`src/rtl/countdown_pkg.sv`:
```
// Shared definitions for the countdown timer: the FSM state encoding.
// Auto-reload behaviour is selected elsewhere with COUNTDOWN_AUTO_RELOAD_EN.
package countdown_pkg;

    typedef enum logic [1:0] {
        IDLE = 2'd0,
        RUN  = 2'd1,
        DONE = 2'd2
    } state_t;

endpackage

```
`src/rtl/countdown_core.sv`:
```
// Loadable, clamping, saturating-at-zero decrementer with zero/one detect.
// With COUNTDOWN_AUTO_RELOAD_EN it also keeps the reload register and a reload input.
module countdown_core #(
    parameter int N     = 8,
    parameter int WIDTH = (N > 1) ? $clog2(N) : 1
) (
    input  logic             clk,
    input  logic             rst_n,
    input  logic             load,
    input  logic [WIDTH-1:0] load_val,
`ifdef COUNTDOWN_AUTO_RELOAD_EN
    input  logic             reload,
`endif
    input  logic             dec,
    output logic [WIDTH-1:0] count,
    output logic             is_zero,
    output logic             is_one
);

    localparam logic [WIDTH-1:0] MAX_VAL = WIDTH'(N - 1);

    logic [WIDTH-1:0] clamped;

    always_comb begin
        clamped = load_val;
        if (32'(load_val) > 32'(N - 1)) begin
            clamped = MAX_VAL;
        end
    end

`ifdef COUNTDOWN_AUTO_RELOAD_EN
    logic [WIDTH-1:0] reload_val;

    // Reload priority sits just below load, so a terminal count restarts from the saved value.
    always_ff @(posedge clk or negedge rst_n) begin
        if (!rst_n) begin
            count      <= '0;
            reload_val <= '0;
        end else if (load) begin
            count      <= clamped;
            reload_val <= clamped;
        end else if (reload) begin
            count      <= reload_val;
        end else if (dec && (count != '0)) begin
            count      <= count - WIDTH'(1);
        end
    end
`else
    always_ff @(posedge clk or negedge rst_n) begin
        if (!rst_n) begin
            count <= '0;
        end else if (load) begin
            count <= clamped;
        end else if (dec && (count != '0)) begin
            count <= count - WIDTH'(1);
        end
    end
`endif

    assign is_zero = (count == '0);
    assign is_one  = (count == WIDTH'(1));

endmodule

```
`src/rtl/countdown_timer.sv`:
```
// Countdown timer: IDLE/RUN/DONE FSM with registered busy, tc and done flags.
// Define COUNTDOWN_AUTO_RELOAD_EN to reload and keep running on terminal count.
module countdown_timer
    import countdown_pkg::*;
#(
    parameter int N     = 8,
    parameter int WIDTH = (N > 1) ? $clog2(N) : 1
) (
    input  logic             clk,
    input  logic             rst_n,
    input  logic             ce,
    input  logic             load,
    input  logic [WIDTH-1:0] load_val,
    input  logic             start,
    input  logic             stop,
    output logic [WIDTH-1:0] out,
    output logic             busy,
    output logic             tc,
    output logic             done
);

    state_t state;
    state_t next_state;
    logic   busy_next;
    logic   tc_next;
    logic   done_next;
    logic   is_zero;
    logic   is_one;
    logic   dec;
    logic   terminal;

    // load and stop outrank everything, so decrement and terminal only happen without them.
    assign dec      = (state == RUN) && !load && !stop && ce;
    assign terminal = dec && is_one;

    countdown_core #(
        .N     (N),
        .WIDTH (WIDTH)
    ) u_core (
        .clk      (clk),
        .rst_n    (rst_n),
        .load     (load),
        .load_val (load_val),
`ifdef COUNTDOWN_AUTO_RELOAD_EN
        .reload   (terminal),
`endif
        .dec      (dec),
        .count    (out),
        .is_zero  (is_zero),
        .is_one   (is_one)
    );

    always_ff @(posedge clk or negedge rst_n) begin
        if (!rst_n) begin
            state <= IDLE;
            busy  <= 1'b0;
            tc    <= 1'b0;
            done  <= 1'b0;
        end else begin
            state <= next_state;
            busy  <= busy_next;
            tc    <= tc_next;
            done  <= done_next;
        end
    end

    always_comb begin
        next_state = state;
        if (load) begin
            next_state = IDLE;
        end else begin
            case (state)
                IDLE: begin
                    if (start && !is_zero) begin
                        next_state = RUN;
                    end
                end
                RUN: begin
                    if (stop) begin
                        next_state = IDLE;
                    end else if (terminal) begin
`ifdef COUNTDOWN_AUTO_RELOAD_EN
                        next_state = RUN;
`else
                        next_state = DONE;
`endif
                    end
                end
                DONE: begin
                    if (stop) begin
                        next_state = IDLE;
                    end
                end
                default: next_state = IDLE;
            endcase
        end
    end

    // Flags are computed one cycle ahead and registered alongside the state.
    always_comb begin
        busy_next = (next_state == RUN);
        tc_next   = terminal;
        done_next = done;
        if (load) begin
            done_next = 1'b0;
        end else begin
            case (state)
                IDLE: done_next = 1'b0;
                RUN: begin
`ifdef COUNTDOWN_AUTO_RELOAD_EN
                    done_next = 1'b0;
`else
                    done_next = terminal;
`endif
                end
                DONE: begin
                    if (stop) begin
                        done_next = 1'b0;
                    end
                end
                default: done_next = 1'b0;
            endcase
        end
    end

endmodule

```
`config.mk`:
```
export PLATFORM = sky130hd
export DESIGN_NAME = countdown_timer
export DESIGN_NICKNAME = d
export VERILOG_FILES = /design/src/rtl/countdown_pkg.sv /design/src/rtl/countdown_core.sv /design/src/rtl/countdown_timer.sv
export SDC_FILE = /design/constraint.sdc
export NUM_CORES = 1
export LEC_CHECK = 0
export CORE_AREA = 4 4 41 43
export DETAILED_ROUTE_END_ITERATION = 10
export DIE_AREA = 0 0 45 47
export PLACE_DENSITY_LB_ADDON = 0.15
export SYNTH_ARGS = -nofsm -noshare
export SYNTH_HDL_FRONTEND = slang
export SYNTH_SLANG_ARGS = --single-unit
export TNS_END_PERCENT = 50
```
`constraint.sdc`:
```
create_clock -name clk -period 1.2 [get_ports clk]
set_clock_uncertainty 0.05 [all_clocks]
set_input_delay 0.24 -clock clk [delete_from_list [all_inputs] [get_ports clk]]
set_output_delay 0.24 -clock clk [all_outputs]
set_load 0.01 [all_outputs]
```
## Word level (Yosys, flattened, before mapping)

Index checks and enable logic that the tools add are counted.

- $add $sub $neg: 1
- Eq/ne operators: 5
- Muxes and demuxes: 11
- Reduce and logical (&&, ||, !) cells: 13

Operator list:

| operator | number |
|---|---|
| $mux W2 | 5 |
| $logic_and A1 B1 Y1 | 6 |
| $mux W3 | 2 |
| $pmux W2 S3 | 1 |
| $eq A2 B1 Y1 const B | 2 |
| $eq A3 B1 Y1 const B | 1 |
| $logic_not A1 Y1 | 3 |
| $logic_not A3 Y1 | 1 |
| $ne A3 B3 Y1 const B | 1 |
| $reduce_bool A3 Y1 | 1 |
| $sub A3 B1 Y3 const B | 1 |
| $eq A2 B2 Y1 const B | 1 |
| $logic_not A2 Y1 | 1 |
| $mux W1 | 2 |
| $pmux W1 S2 | 1 |
| $reduce_bool A2 Y1 | 1 |

- Flip-flop bits (word level): 8
- Input port bits: 9
- Output and inout bits: 6

## Longest topological paths before layout

Gate-level depths: netlist (run 1).

- Depth in word-level cells: 10
- Mapped depth: 6
- Mapped depth without buffers: 6

## Modules after synthesis

A second synthesis (run 1) with hierarchy kept.

- Cell total of the unflattened synthesis: 44
- Area, all modules: 459.2 um^2

By module, submodules not included:

| module | times used | cells an instance | area an instance (um^2) | sequential area each (um^2) |
|---|---|---|---|---|
| countdown_timer | 1 | 19 | 234.0 | 125.1 |
| countdown_core | 1 | 25 | 225.2 | 75.1 |

## Least setup slack after synthesis (run 1)

OpenSTA, ideal clock, no wires.

- Kind: register to register
- Start point: reg u_core.count[0]
- End point: reg u_core.count[0]
- Library setup time: 0.124 ns
- Arrival: 1.300 ns
- Path slack: -0.274 ns
- Cell stages (with the launch flop): 7
- Buffers on the path: 0
- Period minus slack after synthesis: 1.474 ns
- Cell sequence: dfrtp_1 > inv_1 > ha_1 > ha_1 > inv_1 > a21oi_2 > o31a_1

- Word-level cells in the longest chain between the ends: 3
- Elaborated cells on any way between the ends: 6
- Classes of those cells: 1 x add/sub; 2 x mux; 3 x reduce/logical

Ends and longest elaborated chain:

| element | RTL line | source |
|---|---|---|
| start: declaration | countdown_core.sv:15 | `output logic [WIDTH-1:0] count,` |
| start signal: assignment | countdown_core.sv:53 | `count <= clamped;` |
| start signal: assignment | countdown_core.sv:55 | `count <= count - WIDTH'(1);` |
| $sub A3 B1 Y3 / $reduce_bool A3 Y1 (equally long branches) | countdown_core.sv:55, countdown_core.sv:54 |  |
| $mux W3 / $logic_and A1 B1 Y1 (equally long branches) | countdown_core.sv:54 | `end else if (dec && (count != '0)) begin` |
| $mux W3 / $reduce_bool A2 Y1 (equally long branches) | n/a |  |

Several ways; a longest one is shown, not always the timed one. The select of a mux whose other input is x is not followed.
A chain may end at the register's enable or synchronous reset.

## Worst setup path in the final report (run 1)

- Start point: reg u_core.count[1]
- End point: reg u_core.count[0]

- Word-level cells in the longest chain between the ends: 3

Ends and longest elaborated chain:

| element | RTL line |
|---|---|
| $reduce_bool A3 Y1 | countdown_core.sv:54 |
| $logic_and A1 B1 Y1 | countdown_core.sv:54 |
| $reduce_bool A2 Y1 (no source line) | n/a |

Every way passes these cells.

==> results.yml, run 1 <==
run_status:
  status: "complete, but fails checks"
  violations: "setup timing"
critical_path:
  reg2regPathDepth: 6
  required_ns: 1.29
  r2r-start: "u_core.count[1]"
  critPathTopFamily: "flip-flops"
  r2r_slack_ns: -0.11
  critPathMaxFanout: 5
  start_kind: "register"
  slowest_delay_ns: 0.38
  reg2reg_to: "u_core.count[0]"
  crit_slowest_cell: "dfrtp_1"
  arrival_ns: 1.40
  end_kind: "register"
  path_buf_inv: 2
  path_class: "register to register"
  crit_path_cell_trace: "inv_2 > ha_4 > ha_4 > inv_2 > a21oi_2 > o31a_1"
place:
  dp_cells: 77
  pre_cts_slack_ns: -0.342
  dp_hpwl_um: 819
  gp_congestion: 0.681
  port_buffers: 14
final_layout:
  fin_nets: 81
  final_cell_mix: "clkdlybuf4s50_1, buf_4, dfrtp_1"
  finalNonFillerCells: 83
  synthToLayoutAreaGrowth_pct: 67.4
  final_layout_size_suffix_gt1_share_pct: 48.5
  fill_cells: 122
  n_antenna_cell: 0
logic_synthesis:
  ys_seq_area_share_pct: 44.2
  synthSimpleGateAreaFrac_pct: 24.6
  synthMuxAreaShare_pct: 0
  synthAdderAreaFrac_pct: 8.29
  ys_seq_elements: 8
  synth_top_family_by_area: "simple AND/OR/NAND/NOR gates"
  yosys_warnings: 0
  netlist-cell-type-count: 22
  mappedNetlistArea_um2: 453
  synth_nets: 55
  synthCells: 43
  synthXorXnorAreaFrac_pct: 0
  syn-mean-instance-area_um2: 10.5
  synth_compound_area_share_pct: 17.7
timing:
  setup_viol: 9
  finalSetupTns_ns: -0.622
  hold_slack_ns: 0.226
  fmax_mhz: 763
  period_share_pct: 109
  setup_ws_ns: -0.111
  max_slew_margin_pct: 73.2
  final-max-slew-violation-count: 0
  rsz0062_at_grt: "yes"
  fin_crit_ns: 1.31
  hold_viol: 0
  worstMarginPinSlew_ns: 0.396
power_and_ir_drop:
  ir_drop_uv: 455
  total_power_mw: 0.734
  p_leak_nw: 0.350
  powerDensity_nw_per_um2: 968
global_routing:
  grt_start_max_net_pins: 9
  grt_pass1_wl_mm: 1.65
  gr-total-overflow: 0
  antenna_found_initial: 0
  grt_pass1_vias: 395
  grt_usage_pct: 10.4
cts:
  cts_tree: "built"
  clkLatencyLatePin_ns: 0.25
  cts_made_buffers: 3
  htreeDepth: 1
  cts.clk_slew.worst_paths_ns: 0.06
  ctsHoldBuffers: 0
  cts.path.max_buffers: 2
  clk_root_buffer_cell: "clkbuf_4"
  clock_sinks: 8
drt:
  via_count: 389
  avgRoutedWirePerCell_um: 12.5
  drc: 0
  drtIter0Drc: 4
  wirelength_mm: 1.04
  ant_nets: 0
  drt_pass1_iterations: 2
  vias_per_cell: 4.69
floorplan:
  num_rows: 13
  initial_utilization_pct: 34.8
  coreArea_um2: 1300
  die_h_um: 47
  ios: 15
  dieArea_um2: 2120
  die_w_um: 45
hold_path:
  hold_class: "input port to asynchronous set/reset pin"
flow_run:
  drv_cap: 0
state kept, by name, summed over array words and instances (netlist names):
register	cells
u_core.count	3
state	2
tc	1
done	1
busy	1
power by group:
group	total [mW]	leakage [nW]	internal (mW)	switching, mW
clock network	0.219	0.0150	0.127	0.0918
logic	0.209	0.233	0.120	0.0883
registers	0.307	0.102	0.288	0.0185
metrics by stage:
step | utilization, % | cell area [µm²]
2_1_floorplan | - | 499
3_3_place_gp | 53.7 | 698
3_5_place_dp | 53.7 | 698
4_1_cts | 56.1 | 729
5_1_grt | 58.3 | 758
6_report | 58.3 | 758
metal layers:
| metal | share of wire (%) | vias to the layer above | global-route usage [%] |
|---|---|---|---|
| met3 | 6.3 | 0 | 2.30 |
| met5 | 0 | - | 0 |
| met2 | 44 | 10 | 17.2 |
| met1 | 50 | 176 | 14.2 |
| li1 | - | 203 | - |
| met4 | 0 | 0 | 1.75 |
worst max path at each step:
| stage | from | to | slack (ns) | cells past startpoint |
|---|---|---|---|---|
| finish | u_core.count[1] | u_core.count[0] | -0.11 | 6 |
| global route | u_core.count[1] | busy | -0.17 | 5 |
| CTS | u_core.count[0] | u_core.count[0] | -0.13 | 6 |
| detailed placement | stop | state[0] | -0.34 | 4 |
| global placement | load | done | -0.33 | 5 |
| floorplan | u_core.count[1] | u_core.count[0] | -0.11 | 6 |
synthesized netlist by cell type:
| cell type | count | share of area [%] |
|---|---|---|
| a21o_2 | 1 | 1.9 |
| a21oi_1 | 3 | 3.3 |
| a21oi_2 | 1 | 1.9 |
| a22o_2 | 2 | 4.4 |
| a31o_2 | 1 | 1.9 |
| and4bb_4 | 1 | 3.6 |
| buf_2 | 1 | 1.1 |
| dfrtp_1 | 8 | 44 |
| ha_1 | 3 | 8.3 |
| inv_1 | 5 | 4.1 |
| nand2_1 | 4 | 3.3 |
| nand2b_1 | 1 | 1.4 |
| nand4bb_1 | 1 | 2.5 |
| nor2_1 | 2 | 1.7 |
| nor2b_1 | 1 | 1.4 |
| nor3_1 | 1 | 1.1 |
| nor3b_1 | 1 | 1.7 |
| nor3b_4 | 1 | 4.1 |
| nor4b_1 | 2 | 3.9 |
| o21ai_0 | 1 | 1.1 |
| o21ai_1 | 1 | 1.1 |
| o31a_1 | 1 | 1.9 |
final cells by class:
| cell class | count | area (µm²) | area share, % |
|---|---|---|---|
| multi-input combinational | 29 | 295 | 38.9 |
| sequential | 8 | 201 | 26.6 |
| clock buffer | 4 | 26.3 | 3.47 |
| tap | 15 | 18.8 | 2.48 |
| inverter | 5 | 18.8 | 2.48 |
| timing repair buffer | 22 | 198 | 26.1 |
cells by family (layout without fill, tap and decap cells):
logic type / after synthesis / in the layout
compound gates: 11 / 11
simple gates: 15 / 15
buf+inv: 6 / 31
flops: 8 / 8
fa+ha+maj: 3 / 3
what timing repair did:
| action | 4_1_cts | 5_1_grt |
|---|---|---|
| gates resized for setup | 10 | 7 |
| setup buffers | 0 | 2 |
| pin swaps | 2 | 7 |
| setup endpoints to repair | 14 | 12 |
(Power assumes the default switching activity.)
==> run 2, diff against run 1 <==
--- a/config.mk
+++ b/config.mk
@@ -8,6 +8,8 @@
 export CORE_AREA = 4 4 41 43
 export DETAILED_ROUTE_END_ITERATION = 10
 export DIE_AREA = 0 0 45 47
+export GPL_ROUTABILITY_DRIVEN = 0
+export GPL_TIMING_DRIVEN = 1
 export PLACE_DENSITY_LB_ADDON = 0.15
 export SYNTH_ARGS = -nofsm -noshare
 export SYNTH_HDL_FRONTEND = slang
==> constraint.sdc (replaced) <==
create_clock -name clk -period 1.09 [get_ports clk]
set_clock_uncertainty 0.05 [all_clocks]
set_input_delay 0.218 -clock clk [delete_from_list [all_inputs] [get_ports clk]]
set_output_delay 0.218 -clock clk [all_outputs]
set_load 0.01 [all_outputs]
==> run 2 against run 1 <==
The run still ends with setup timing left. First-iteration DRC count is 75% higher. Via count rose by 3.9%. Sequential share of layout area increased by 0.36 points. Global-route usage is 1.3 points higher. Power up 13%. Sequential power rose by 9.4%. Register-to-register slack got worse by 0.12 ns. Critical path depth is 1 lower. Flip-flop and latch count unchanged. Setup slack lost 0.12 ns. Routed wire length grew 1.3%. Hold slack got worse by 0.056 ns. Critical path type unchanged. Largest cell class unchanged. Highest routed layer is now met4.
==> results.yml, run 2 (synthesis gave the netlist of run 1 again) <==
run_status:
  violations: "setup timing"
  status: "complete, but fails checks"
timing:
  rsz0062_at_grt: "yes"
  worstMarginPinSlew_ns: 0.372
  fin_crit_ns: 1.32
  max_slew_margin_pct: 74.9
  setup_ws_ns: -0.229
  period_share_pct: 121
  setup_viol: 10
  final-max-slew-violation-count: 0
  hold_viol: 0
  finalSetupTns_ns: -1.77
  fmax_mhz: 758
final_layout:
  layout_commonest_cell: "buf_4"
  fill_cells: 122
  multiInputGateArea_um2: 282
  synthToLayoutAreaGrowth_pct: 65.2
  largest_register_ffs: 3
  largest_register: "u_core.count"
  final_layout_size_suffix_gt1_share_pct: 51.4
  seq_area_um2: 201
  reg.largest.list: "u_core.count (3), state (2)"
  fin_area_um2: 748
  fin_nets: 83
  utilization_pct: 57.5
  final_cell_mix: "buf_4, clkdlybuf4s50_1, dfrtp_1"
  finalNonFillerCells: 85
  n_antenna_cell: 0
critical_path:
  critPathMaxFanout: 5
  required_ns: 1.25
  end_kind: "register"
  r2r_slack_ns: -0.23
  reg2reg_to: "busy"
  reg2regPathDepth: 5
  path_buf_inv: 1
  start_kind: "register"
  crit_top_cell: "ha_4"
  r2r-start: "u_core.count[0]"
  arrival_ns: 1.48
  critPathTopFamily: "flip-flops"
  slowest_delay_ns: 0.41
  path_class: "register to register"
  crit_path_cell_trace: "inv_2 > ha_4 > ha_4 > nor3b_2 > a22o_2"
  crit_slowest_cell: "dfrtp_2"
drt:
  ant_nets: 0
  drtIter0Drc: 7
  vias_per_cell: 4.75
  drc: 0
  wirelength_mm: 1.05
  drt_pass1_iterations: 2
  avgRoutedWirePerCell_um: 12.4
  via_count: 404
cts:
  cts.clk_slew.worst_paths_ns: 0.07
  cts_made_buffers: 3
  cts.path.max_buffers: 2
  cts_tree: "built"
  htreeDepth: 1
  ctsHoldBuffers: 0
  clkLatencyLatePin_ns: 0.27
  clk_root_buffer_cell: "clkbuf_4"
  clock_sinks: 8
floorplan:
  die_w_um: 45
  dieArea_um2: 2120
  num_rows: 13
  die_h_um: 47
  coreArea_um2: 1300
  ios: 15
  initial_utilization_pct: 34.8
place:
  dp_cells: 79
  dp_hpwl_um: 825
  place_area_um2: 713
  port_buffers: 14
flow_run:
  drv_cap: 0
power_and_ir_drop:
  total_power_mw: 0.827
  powerDensity_nw_per_um2: 1110
  p_leak_nw: 0.352
  ir_drop_uv: 751
global_routing:
  grt_pass1_wl_mm: 1.71
  grt_pass1_vias: 382
  antenna_found_initial: 0
  gr-total-overflow: 0
  grt_usage_pct: 11.7
  grt_start_max_net_pins: 9
hold_path:
  hold_class: "input port to asynchronous set/reset pin"
## run 2: worst max path at each step
stage               slack, ns  cells after the start         endpoint            start
floorplan               -0.22                      6  u_core.count[0]  u_core.count[1]
global placement        -0.43                      5             done             load
detailed placement      -0.44                      4             busy             stop
CTS                     -0.23                      6  u_core.count[0]  u_core.count[0]
global route            -0.29                      5             busy  u_core.count[1]
finish                  -0.23                      5             busy  u_core.count[0]
## run 2: power breakdown
| part | switching (mW) | total, mW | internal (mW) |
|---|---|---|---|
| Sequential | 0.0184 | 0.336 | 0.317 |
| Clock | 0.119 | 0.260 | 0.141 |
| Combinational | 0.0971 | 0.232 | 0.135 |
| Total | 0.234 | 0.827 | 0.593 |
## run 2: cell type report
type,instances,share of cell area [%]
well taps,15,2.51
clock buffers,4,3.51
flip-flops and latches,8,26.9
multi-input cells,29,37.6
inverters,5,2.84
repair buffers,24,26.6
## run 2: timing repair
item                                    in CTS  in global routing
endpoints found under the setup margin      14                 11
pin swaps                                    1                  4
resized for setup                           23                  3
buffers inserted                             2                  0
## run 2: metal layers
metal	up-vias	wire length, µm	global-route usage (%)
met2	12	474	17.5
met3	2	99	6.13
met4	0	18	3.51
met1	185	460	14.7
li1	205	-	-
met5	-	0	0
## run 2: per-stage QoR
| stage | hold WS, ns | worst slack (ns) |
|---|---|---|
| final | 0.170 | -0.229 |
| after global routing | 0.197 | -0.292 |
| after CTS | 0.184 | -0.231 |
| after detailed placement | 0.420 | -0.445 |
| after global placement | 0.414 | -0.429 |
| after floorplan | -0.128 | -0.215 |
